[src/rtl/gpu_dma_pkg.sv]
// Shared types and VRAM map constants for the VRAM DMA engine.
// Holds the engine state enum and the VRAM region base addresses.
package gpu_dma_pkg;

  typedef enum logic [1:0] {
    IDLE,
    RUN,
    DONE
  } state_t;

  localparam logic [11:0] PMB_BASE  = 12'h200;
  localparam logic [11:0] NTBL_BASE = 12'h400;
  localparam logic [11:0] VRAM_END  = 12'h800;

endpackage

[src/rtl/dma_fifo.sv]
// Synchronous FIFO between memory reads and VRAM writes.
// Ports: clk, rst (sync, active-low), push/wdata, pop, full, empty, head.
module dma_fifo #(
  parameter int WIDTH = 8,
  parameter int DEPTH = 4
) (
  input  logic             clk,
  input  logic             rst,
  input  logic             push,
  input  logic             pop,
  input  logic [WIDTH-1:0] wdata,
  output logic             full,
  output logic             empty,
  output logic [WIDTH-1:0] head
);

  localparam int AW = (DEPTH > 1) ? $clog2(DEPTH) : 1;

  logic [WIDTH-1:0] mem [DEPTH];
  logic [AW-1:0]    rp;
  logic [AW-1:0]    wp;
  logic [AW:0]      cnt;
  logic             do_push;
  logic             do_pop;

  assign full    = (cnt == (AW+1)'(DEPTH));
  assign empty   = (cnt == '0);
  assign head    = mem[rp];
  // A pop frees the slot the same edge, so push on full is fine then.
  assign do_push = push & (~full | pop);
  assign do_pop  = pop & ~empty;

  always_ff @(posedge clk) begin
    if (!rst) begin
      rp  <= '0;
      wp  <= '0;
      cnt <= '0;
      for (int i = 0; i < DEPTH; i++)
        mem[i] <= '0;
    end else begin
      if (do_push) begin
        mem[wp] <= wdata;
        wp      <= wp + 1'b1;
      end
      if (do_pop)
        rp <= rp + 1'b1;
      case ({do_push, do_pop})
        2'b10:   cnt <= cnt + 1'b1;
        2'b01:   cnt <= cnt - 1'b1;
        default: cnt <= cnt;
      endcase
    end
  end

endmodule

[src/rtl/vram_dma.sv]
// Copy engine: reads system memory, writes VRAM in the writable window.
// Ports: clk, rst (sync, active-low), start/src_addr/dst_addr/length,
// busy, done, mem_req/mem_addr/mem_ack/mem_rdata, writable,
// address/data_out/write_enable. VRAM_DMA_FILL_EN adds fill/fill_value.
module vram_dma
  import gpu_dma_pkg::*;
#(
  parameter int VRAM_ADDR_WIDTH = 12,
  parameter int SRC_ADDR_WIDTH  = 16,
  parameter int LEN_WIDTH       = 12,
  parameter int FIFO_DEPTH      = 4
) (
  input  logic                       clk,
  input  logic                       rst,
  input  logic                       start,
  input  logic [SRC_ADDR_WIDTH-1:0]  src_addr,
  input  logic [VRAM_ADDR_WIDTH-1:0] dst_addr,
  input  logic [LEN_WIDTH-1:0]       length,
`ifdef VRAM_DMA_FILL_EN
  input  logic                       fill,
  input  logic [7:0]                 fill_value,
`endif
  output logic                       busy,
  output logic                       done,
  output logic                       mem_req,
  output logic [SRC_ADDR_WIDTH-1:0]  mem_addr,
  input  logic                       mem_ack,
  input  logic [7:0]                 mem_rdata,
  input  logic                       writable,
  output logic [VRAM_ADDR_WIDTH-1:0] address,
  output logic [7:0]                 data_out,
  output logic                       write_enable
);

  state_t                     state;
  state_t                     state_n;
  logic [SRC_ADDR_WIDTH-1:0]  src_q;
  logic [VRAM_ADDR_WIDTH-1:0] dst_q;
  logic [LEN_WIDTH-1:0]       len_q;
  logic [LEN_WIDTH-1:0]       rd_cnt;
  logic [LEN_WIDTH-1:0]       wr_cnt;
  logic                       run;
  logic                       push;
  logic                       pop;
  logic                       full;
  logic                       empty;
  logic [7:0]                 head;
  logic                       wr_last;
  logic                       fill_mode;
  logic [7:0]                 fill_byte;

`ifdef VRAM_DMA_FILL_EN
  logic       fill_q;
  logic [7:0] fval_q;

  always_ff @(posedge clk) begin
    if (!rst) begin
      fill_q <= 1'b0;
      fval_q <= '0;
    end else if (state == IDLE && start) begin
      fill_q <= fill;
      fval_q <= fill_value;
    end
  end

  assign fill_mode = fill_q;
  assign fill_byte = fval_q;
`else
  assign fill_mode = 1'b0;
  assign fill_byte = '0;
`endif

  assign run      = (state == RUN);
  assign busy     = run;
  assign done     = (state == DONE);
  assign mem_addr = src_q;
  // The request stays up until ack: full and rd_cnt only move on ack.
  assign mem_req  = run & ~fill_mode & (rd_cnt != len_q) & ~full;
  assign push     = mem_req & mem_ack;
  assign write_enable = run & writable & (fill_mode | ~empty);
  assign pop      = write_enable & ~fill_mode;
  assign address  = dst_q + VRAM_ADDR_WIDTH'(wr_cnt);
  assign data_out = fill_mode ? fill_byte : head;
  assign wr_last  = ((wr_cnt + LEN_WIDTH'(1)) == len_q);

  always_comb begin
    state_n = state;
    unique case (state)
      IDLE: if (start) state_n = (length != '0) ? RUN : DONE;
      RUN:  if (write_enable && wr_last) state_n = DONE;
      DONE: state_n = IDLE;
      default: state_n = IDLE;
    endcase
  end

  always_ff @(posedge clk) begin
    if (!rst) begin
      state  <= IDLE;
      src_q  <= '0;
      dst_q  <= '0;
      len_q  <= '0;
      rd_cnt <= '0;
      wr_cnt <= '0;
    end else begin
      state <= state_n;
      if (state == IDLE && start) begin
        src_q  <= src_addr;
        dst_q  <= dst_addr;
        len_q  <= length;
        rd_cnt <= '0;
        wr_cnt <= '0;
      end
      if (push) begin
        rd_cnt <= rd_cnt + 1'b1;
        src_q  <= src_q + 1'b1;
      end
      if (write_enable)
        wr_cnt <= wr_cnt + 1'b1;
    end
  end

  dma_fifo #(
    .WIDTH (8),
    .DEPTH (FIFO_DEPTH)
  ) u_fifo (
    .clk   (clk),
    .rst   (rst),
    .push  (push),
    .pop   (pop),
    .wdata (mem_rdata),
    .full  (full),
    .empty (empty),
    .head  (head)
  );

endmodule

[config.mk]
export PLATFORM = sky130hd
export DESIGN_NAME = vram_dma
export DESIGN_NICKNAME = d
export VERILOG_FILES = /design/src/rtl/gpu_dma_pkg.sv /design/src/rtl/dma_fifo.sv /design/src/rtl/vram_dma.sv
export SDC_FILE = /design/constraint.sdc
export NUM_CORES = 1
export LEC_CHECK = 0
export ABC_AREA = 1
export CORE_AREA = 2 2 158 160
export DETAILED_ROUTE_END_ITERATION = 10
export DIE_AREA = 0 0 160 162
export GPL_ROUTABILITY_DRIVEN = 0
export SLEW_MARGIN = 20
export SYNTH_ARGS = -nofsm -noshare
export SYNTH_HDL_FRONTEND = slang
export SYNTH_SLANG_ARGS = --single-unit
[constraint.sdc]
create_clock -name clk -period 6.5 [get_ports clk]
set_input_delay 1.625 -clock clk [delete_from_list [all_inputs] [get_ports clk]]
set_output_delay 1.625 -clock clk [all_outputs]
set_load 0.01 [all_outputs]
# ---- After elaboration in Yosys (flattened, before gate mapping)
# Memories as Yosys holds them, arrays and structs flattened. A register that Yosys moved wholly into a read port is not among the register bits.
# Index checks and enable logic that the tools add are counted.
dict set report totals {
  regBits 73
  inputBits 53
  ramBits 32
  word_cells 66
  memories 1
}
dict set report op_classes {
  eq_ne 9
  mux 19
  add_sub_neg 8
  n_reduce_logical 10
  bitwise 10
}
# memory words word_bits read_ports rd_ports_with_merged_regs write_ports line
set memory_table {}
lappend memory_table {u_fifo.mem 4 8 1 1 4 dma_fifo.sv:19} ;# logic [WIDTH-1:0] mem [DEPTH];
# cell n
set op_table {}
lappend op_table {{$mux 12} 3}
lappend op_table {{$mux 16} 2}
lappend op_table {{$add 12x1->12 const B} 2}
lappend op_table {{$add 16x1->16 const B} 1}
lappend op_table {{$add 12x12->12} 1}
lappend op_table {{$eq 12x12->1} 1}
lappend op_table {{$mux 2} 6}
lappend op_table {{$ne 12x12->1} 1}
lappend op_table {{$reduce_bool 12->1} 1}
lappend op_table {{$mux 8} 1}
lappend op_table {{$reduce_or 8->1} 1}
lappend op_table {{$and 1x1->1} 7}
lappend op_table {{$pmux 3 s2} 1}
lappend op_table {{$reduce_bool 2->1} 3}
lappend op_table {{$mux 1} 5}
lappend op_table {{$add 2x1->2 const B} 2}
lappend op_table {{$eq 2x1->1 const B} 2}
lappend op_table {{$eq 2x2->1 const B} 2}
lappend op_table {{$pmux 2 s2} 1}
lappend op_table {{$add 3x1->3 const B} 1}
lappend op_table {{$eq 3x3->1 const B} 1}
lappend op_table {{$logic_not 3->1} 1}
lappend op_table {{$sub 3x1->3 const B} 1}
lappend op_table {{$logic_and 1x1->1} 2}
lappend op_table {{other kinds (6)} 7}

# ---- Longest topological paths before layout
# Gate-level depths: netlist of the first run.
dict set report logic_depth {
  word_depth 10
  mapped_depth 14
  mapped_depth_nobuf 13
}

# ---- Hierarchy
# From an unflattened synthesis of the first run, not the netlist that was laid out.
dict set report unflattened {
  hier_cells 833
  area_unflattened_um2 6014.5
}
# module area_each_um2 cells_per_inst instances
set modules_own_cells {}
lappend modules_own_cells {vram_dma 4177.8 644 1}
lappend modules_own_cells {dma_fifo 1836.8 189 1}

# ---- Worst setup path after synthesis of the first run
# No wires, ideal clock.
dict set report synth_timing {
  path_kind {input-to-output}
  startpoint {input writable}
  endpoint {output write_enable}
  slack_ps 2761
  stages 3
  t_arrival_ps 2114
  required_ps 4875
  path_buffers 1
  path_cell_list {nand2_1 > nor2_4 > buf_2}
}
dict set report synth_between {
  elab_chain_cells 2
}
# item line
set synth_rtl {}
lappend synth_rtl {{start: declaration} vram_dma.sv:29} ;# input logic writable,
lappend synth_rtl {{$and 1x1->1 (2 in series)} vram_dma.sv:80} ;# assign write_enable = run & writable & (fill_mode | ~empty);
lappend synth_rtl {{end: declaration} vram_dma.sv:32} ;# output logic write_enable
# Every way passes these cells.

# ---- Worst setup path after layout of the first run
# Same ends and word-level chain as after synthesis.

==> results of run 1 <==
where the power goes:
group | switching, mW | internal, mW | leakage (nW)
sequential | 0.0339 | 0.723 | 0.945
clock | 0.282 | 0.312 | 0.157
combinational | 0.144 | 0.123 | 1.74
total | 0.460 | 1.16 | 2.84
flip-flops by register name (all words and copies together) (netlist names), named ones only:
register and flops:
u_fifo.mem 32, u_fifo.wp 2, state 2, rd_cnt 12, u_fifo.rp 2, mem_addr 16, wr_cnt 12, len_q 12
dst_q 12, u_fifo.cnt 3
routing by layer:
metal  GRT usage [%]  routed length, um  share of wire [%]
met5               0                  0                  0
met4           5.160                351                2.2
met3           2.145                719                4.5
met2           19.91               7096                 45
met1           16.36               7688                 48
path summary, 6_finish.rpt:
check / start / endpoint / depth (start not counted)
setup / recovery: writable / write_enable / 4
hold / removal: u_fifo.rp[1] / flip-flop / 2
setup reg to reg: rd_cnt[0] / u_fifo.cnt[2] / 12
hold reg to reg: u_fifo.rp[1] / flip-flop / 2
cell families after synthesis:
group	count (synthesis)	synth area share, %
AND/OR/NAND/NOR	385	27.86
AO/OA/AOI/OAI	158	14.32
buffers and inverters	107	7.465
flip-flops	107	41.50
XOR/XNOR	34	5.019
adder cells (fa/ha/maj)	17	3.838
metrics by stage:
step | utilization, % | std cells | setup slack [ns]
after floorplan | - | 808 | 2.762
after global placement | 29.66 | 1202 | 1.605
after global routing | 30.99 | 1218 | 1.532
final | 30.99 | 1218 | 1.605
after CTS | 30.99 | 1218 | 1.594
after detailed placement | 29.66 | 1202 | 1.604
area by class of cell:
type | instances | share of cell area, %
multi-input cells | 594 | 40.53
inverters | 81 | 4.070
clock inverters | 7 | 1.273
repair buffers | 96 | 12.73
well taps | 324 | 5.426
flip-flops and latches | 107 | 32.96
clock buffers | 9 | 3.015
tightest hold or removal path, cell delays in order, from the launching register on:
cell	delay, ns
dfxtp_1	0.30
inv_1	0.05
a21oi_1	0.07
Yosys cell counts (3+ instances only):
library cell  count  area share (%)
nand2_1         177              11
nor2_1          112             7.1
dfxtp_1          75              25
o21ai_0          75             6.3
inv_1            73             4.6
a21oi_1          63             5.3
nand3_1          49             4.1
edfxtp_1         32              16
xnor2_1          17             2.5
xor2_1           17             2.5
ha_1             15             3.2
nand4_1          14             1.5
clkbuf_1         12            0.76
buf_2             9            0.76
nor3_1            8            0.67
o22ai_1           8            0.84
buf_6             4            0.76
clkinv_1          4            0.25
inv_2             4            0.25
nand3b_1          4            0.51
nor4_1            4            0.42
nand2_2           3            0.32
nand3_2           3            0.51
nor2_2            3            0.32
nor2_4            3            0.57
==> run metrics, run 1 <==
outcome finished, final reports clean; total vias in the final route 5505; portion of the post-synthesis area used by sequential elements 41.50%; CP cell instances clkdlybuf4s50_1 -> nand2_1 -> nor2_4 -> clkdlybuf4s50_1; first-pass GRT wire length 25980 um; power per unit of standard cell area 216.6 nW/um^2; count of cells resized by post-cts repair 0; area delta synth->final 25.92%; clock latency of the later-clocked register in the worst-skew pair 0.36 ns; synthesized area divided by synthesized cell count 7.343 sq um; Leak Pwr 2.844 nW; Die Width 160 um; DRC violation count after routing 0; Hold/Removal Path Class flip-flop to flip-flop; pins over their slew limit 0; worst-case vdd ir drop 112.3 uV; via/cell ratio 4.520; Core Rows 57; max_cap viols 0; die height 162 um; Async S/R FF share, synth 0%; r2r setup slk 3.75 ns; area occupied by registers 2462 sq um; Placeable Area 24110 sq um; buffer and inverter count on the worst path 2; most used cell along the critical path clkdlybuf4s50_1; buffers from clock root to sink, at most 2; area of the die 25920 sq um; maximum fanout count along the critical path 20; sort of element at the start of the critical path input pin; final clock period utilization by the worst path 75.31%; DPL Wire Length 11470 um; critical path's largest stage delay 0.64 ns; global-route usage over all layers 12.34%; final hold vios 0; Worst Skew 0.01616 ns; Least-Margin Pin Slew 0.9002 ns; IO Pins 93; critical path class input pin to primary output; number of distinct library cells after synthesis 40; Slowest-stage cell, CP clkdlybuf4s50_1; number of H-tree levels 3; worst max-slew margin expressed relative to the limit 39.77%; number of buffers created by CTS 9; Tot Pwr 1.618 mW; clock sinks 107; routed length per instance 13.02 um; cell family with the largest share of critical-path delay buffers and inverters; hold_ws 0.4690 ns; min cycle time layout 4.895 ns; yosys synthesis warning count 0; unrepaired setup endpoints after global routing false; total wire length after detailed routing 15860 um; fmax 204.3 MHz; number of global-route vias before repair 5282; Post-Syn Instances 808; clock input transition at the sequential cells of the worst setup and hold paths 0.08 ns; most used flip-flop cell after synthesis dfxtp_1; antenna cell count 0; Sum Neg Setup Slack 0 ns; starting density of the core 24.61%; Final Net Count 959; crit end category primary output; nets in the synthesized netlist 878; Routed Antenna Nets 0; number of enable-type register cells in the synthesized netlist 32; share of layout cells above drive strength 1 4.698%; Area after DPL 7151 sq um; Arr. time, crit path 3.27 ns; number of synthesized register bits 107; Final setup viols 0; area taken by multi-input logic gates 3028 sq um; commonest non-fill, non-tap cell in the layout nand2_1; clock tree from TritonCTS built; number of buffers inserted by post-CTS setup repair 0; buffers added on ports 92; most used cells in the layout excluding fill and tap cells nand2_1 (177), nor2_1 (112), clkdlybuf4s50_1 (92); initial antenna violation count 0; final global-route overflow total 0; number of hold-repair buffers added at the cts stage 0; pin count of the biggest net entering global routing 44; drt first-iter violations 325; number of detailed-routing iterations run before antenna repair 5; CTS root buffer clkbuf_16; design area 7471 sq um; # fillers 2651; post-synthesis cell area 5933 sq um; critical path data required time 4.88 ns
Note: power is estimated with default switching activity, not from simulation.
==> inputs of run 2 (changes only) <==
==> constraint.sdc (replaced) <==
create_clock -name clk -period 4.7 [get_ports clk]
set_input_delay 1.175 -clock clk [delete_from_list [all_inputs] [get_ports clk]]
set_output_delay 1.175 -clock clk [all_outputs]
set_load 0.01 [all_outputs]
==> run 2 against run 1 <==
Sequential share of layout area barely moved. Hold slack improved by 0.0064 ns. Clock skew fell by 0.0024 ns. Critical endpoint is now address[9]. Count of clock-buffer cells in the layout did not move. Highest routed layer unchanged. Critical path depth rose by 4. Combinational power rose by 39%. Final cell count rose by 0.33%. Core utilization barely moved. Largest cell class unchanged. Global-route usage barely moved. Wire length rose by 0.35%.
==> run metrics, run 2 (synthesized netlist as in run 1, its figures left out) <==
power per unit of standard cell area 293.9 nW/um^2 (+36%); area taken by multi-input logic gates 3028 sq um (unchanged); Arr. time, crit path 2.80 ns (-0.47 ns); critical path data required time 3.52 ns (-1.36 ns); final clock period utilization by the worst path 84.48%; Slowest-stage cell, CP clkdlybuf4s50_1; global-route usage over all layers 12.32% (-0.016 points); clock latency of the later-clocked register in the worst-skew pair 0.37 ns (about the same); outcome finished, final reports clean; area delta synth->final 26.09%; die height 162 um (unchanged); worst-case vdd ir drop 153.3 uV (+37%); Die Width 160 um (unchanged); min cycle time layout 3.970 ns; Least-Margin Pin Slew 0.9198 ns (+0.01962 ns); CTS root buffer clkbuf_16; number of detailed-routing iterations run before antenna repair 5 (unchanged); drt first-iter violations 382 (+18%); starting density of the core 24.61% (unchanged); number of buffers inserted by post-CTS setup repair 0 (unchanged); via/cell ratio 4.519 (about the same); clock tree from TritonCTS built; DRC violation count after routing 0 (unchanged); pin count of the biggest net entering global routing 43 (-2.3%); number of hold-repair buffers added at the cts stage 0 (unchanged); Routed Antenna Nets 0 (unchanged); flip-flop count of the largest register, all copies and words added 32 (unchanged); fmax 251.9 MHz; register name with the most flops u_fifo.mem; area occupied by registers 2462 sq um (unchanged); Sum Neg Setup Slack 0 ns (unchanged); routed length per instance 13.02 um (about the same); Final setup viols 0 (unchanged); Hold/Removal Path Class flip-flop to flip-flop; area of the die 25920 sq um (unchanged); pins over their slew limit 0 (unchanged); final global-route overflow total 0 (unchanged); design area 7481 sq um (+0.13%); number of global-route vias before repair 5188 (-1.8%); commonest non-fill, non-tap cell in the layout nand2_1; count of cells resized by post-cts repair 0 (unchanged); critical path class flip-flop to primary output; Core Rows 57 (unchanged); initial antenna violation count 0 (unchanged); clock sinks 107 (unchanged); Area after DPL 7181 sq um (+0.42%); Worst Skew 0.01381 ns (-0.002351 ns); IO Pins 93 (unchanged); Leak Pwr 2.851 nW (+0.24%); total wire length after detailed routing 15910 um (+0.35%); worst max-slew margin expressed relative to the limit 38.45% (-1.3 points); most used cells in the layout excluding fill and tap cells nand2_1 (177), nor2_1 (112), clkdlybuf4s50_1 (92); number of buffers created by CTS 9 (unchanged); buffers from clock root to sink, at most 2 (unchanged); share of layout cells above drive strength 1 5.122% (+0.42 points); critical path's largest stage delay 0.55 ns (-0.09 ns); sort of element at the start of the critical path flip-flop; number of H-tree levels 3 (unchanged); unrepaired setup endpoints after global routing false; antenna cell count 0 (unchanged); DPL Wire Length 11540 um (+0.65%); # fillers 2608 (-1.6%); crit end category primary output; CP cell instances ha_1 -> a21oi_1 -> nand2_1 -> a21boi_0 -> o21ai_0 -> a31oi_1 -> xor2_1 -> clkdlybuf4s50_1; final hold vios 0 (unchanged); clock input transition at the sequential cells of the worst setup and hold paths 0.08 ns (about the same); first-pass GRT wire length 25940 um (-0.16%); max_cap viols 0 (unchanged); Placeable Area 24110 sq um (unchanged); maximum fanout count along the critical path 7 (-65%); Final Net Count 963 (+0.42%); total vias in the final route 5522 (+0.31%); buffers added on ports 92 (unchanged)
[run 2: area by class of cell]
cell class	instances	area share, %
Multi-Input combinational cell	594	40.47
Sequential cell	107	32.92
Timing Repair Buffer	100	13.11
Tap cell	324	5.419
Inverter	81	4.064
Clock buffer	9	3.011
Clock inverter	7	1.004
[run 2: critical path: cells and delay by family (launching register included)]
family / cells / cell delay, ns
buffers and inverters: 1 / 0.55
AOI/OAI and AO/OA: 4 / 0.81
adders and majority gates: 1 / 0.33
and+or+nand+nor: 1 / 0.11
xor gates and xnor gates: 1 / 0.16
DFF: 1 / 0.47
[run 2: metrics by stage]
step	std cells	utilization, %	setup slack [ns]	total power, mW	hold slack, ns
6_report	1222	31.03	0.7296	2.198	0.4754
5_1_grt	1222	31.03	0.5017	2.301	0.5114
4_1_cts	1222	31.03	0.7079	2.219	0.4777
3_5_place_dp	1206	29.79	1.106	1.444	0.4638
3_3_place_gp	1206	29.79	1.116	1.440	0.4537
2_1_floorplan	808	-	1.759	1.270	0.4362
[run 2: worst paths after layout]
path                 from             to  slack, ns  depth (start not counted)
max             wr_cnt[2]     address[9]       0.73                          8
min          u_fifo.rp[1]   u_fifo.rp[1]       0.48                          2
max reg2reg     rd_cnt[0]  u_fifo.cnt[2]       2.05                         13
min reg2reg  u_fifo.rp[1]   u_fifo.rp[1]       0.48                          2
[run 2: metal layers]
metal | global-route usage (%) | part of all wire [%] | up-vias
met1 | 16.51 | 48 | 2539
met3 | 2.451 | 4.9 | 16
met5 | 0 | 0 | -
li1 | - | - | 2852
met2 | 19.91 | 45 | 115
met4 | 4.177 | 1.7 | 0
[run 2: where the power goes]
part,switching (mW),internal [mW]
clock,0.402,0.378
sequential,0.0464,1.00
combinational,0.200,0.172
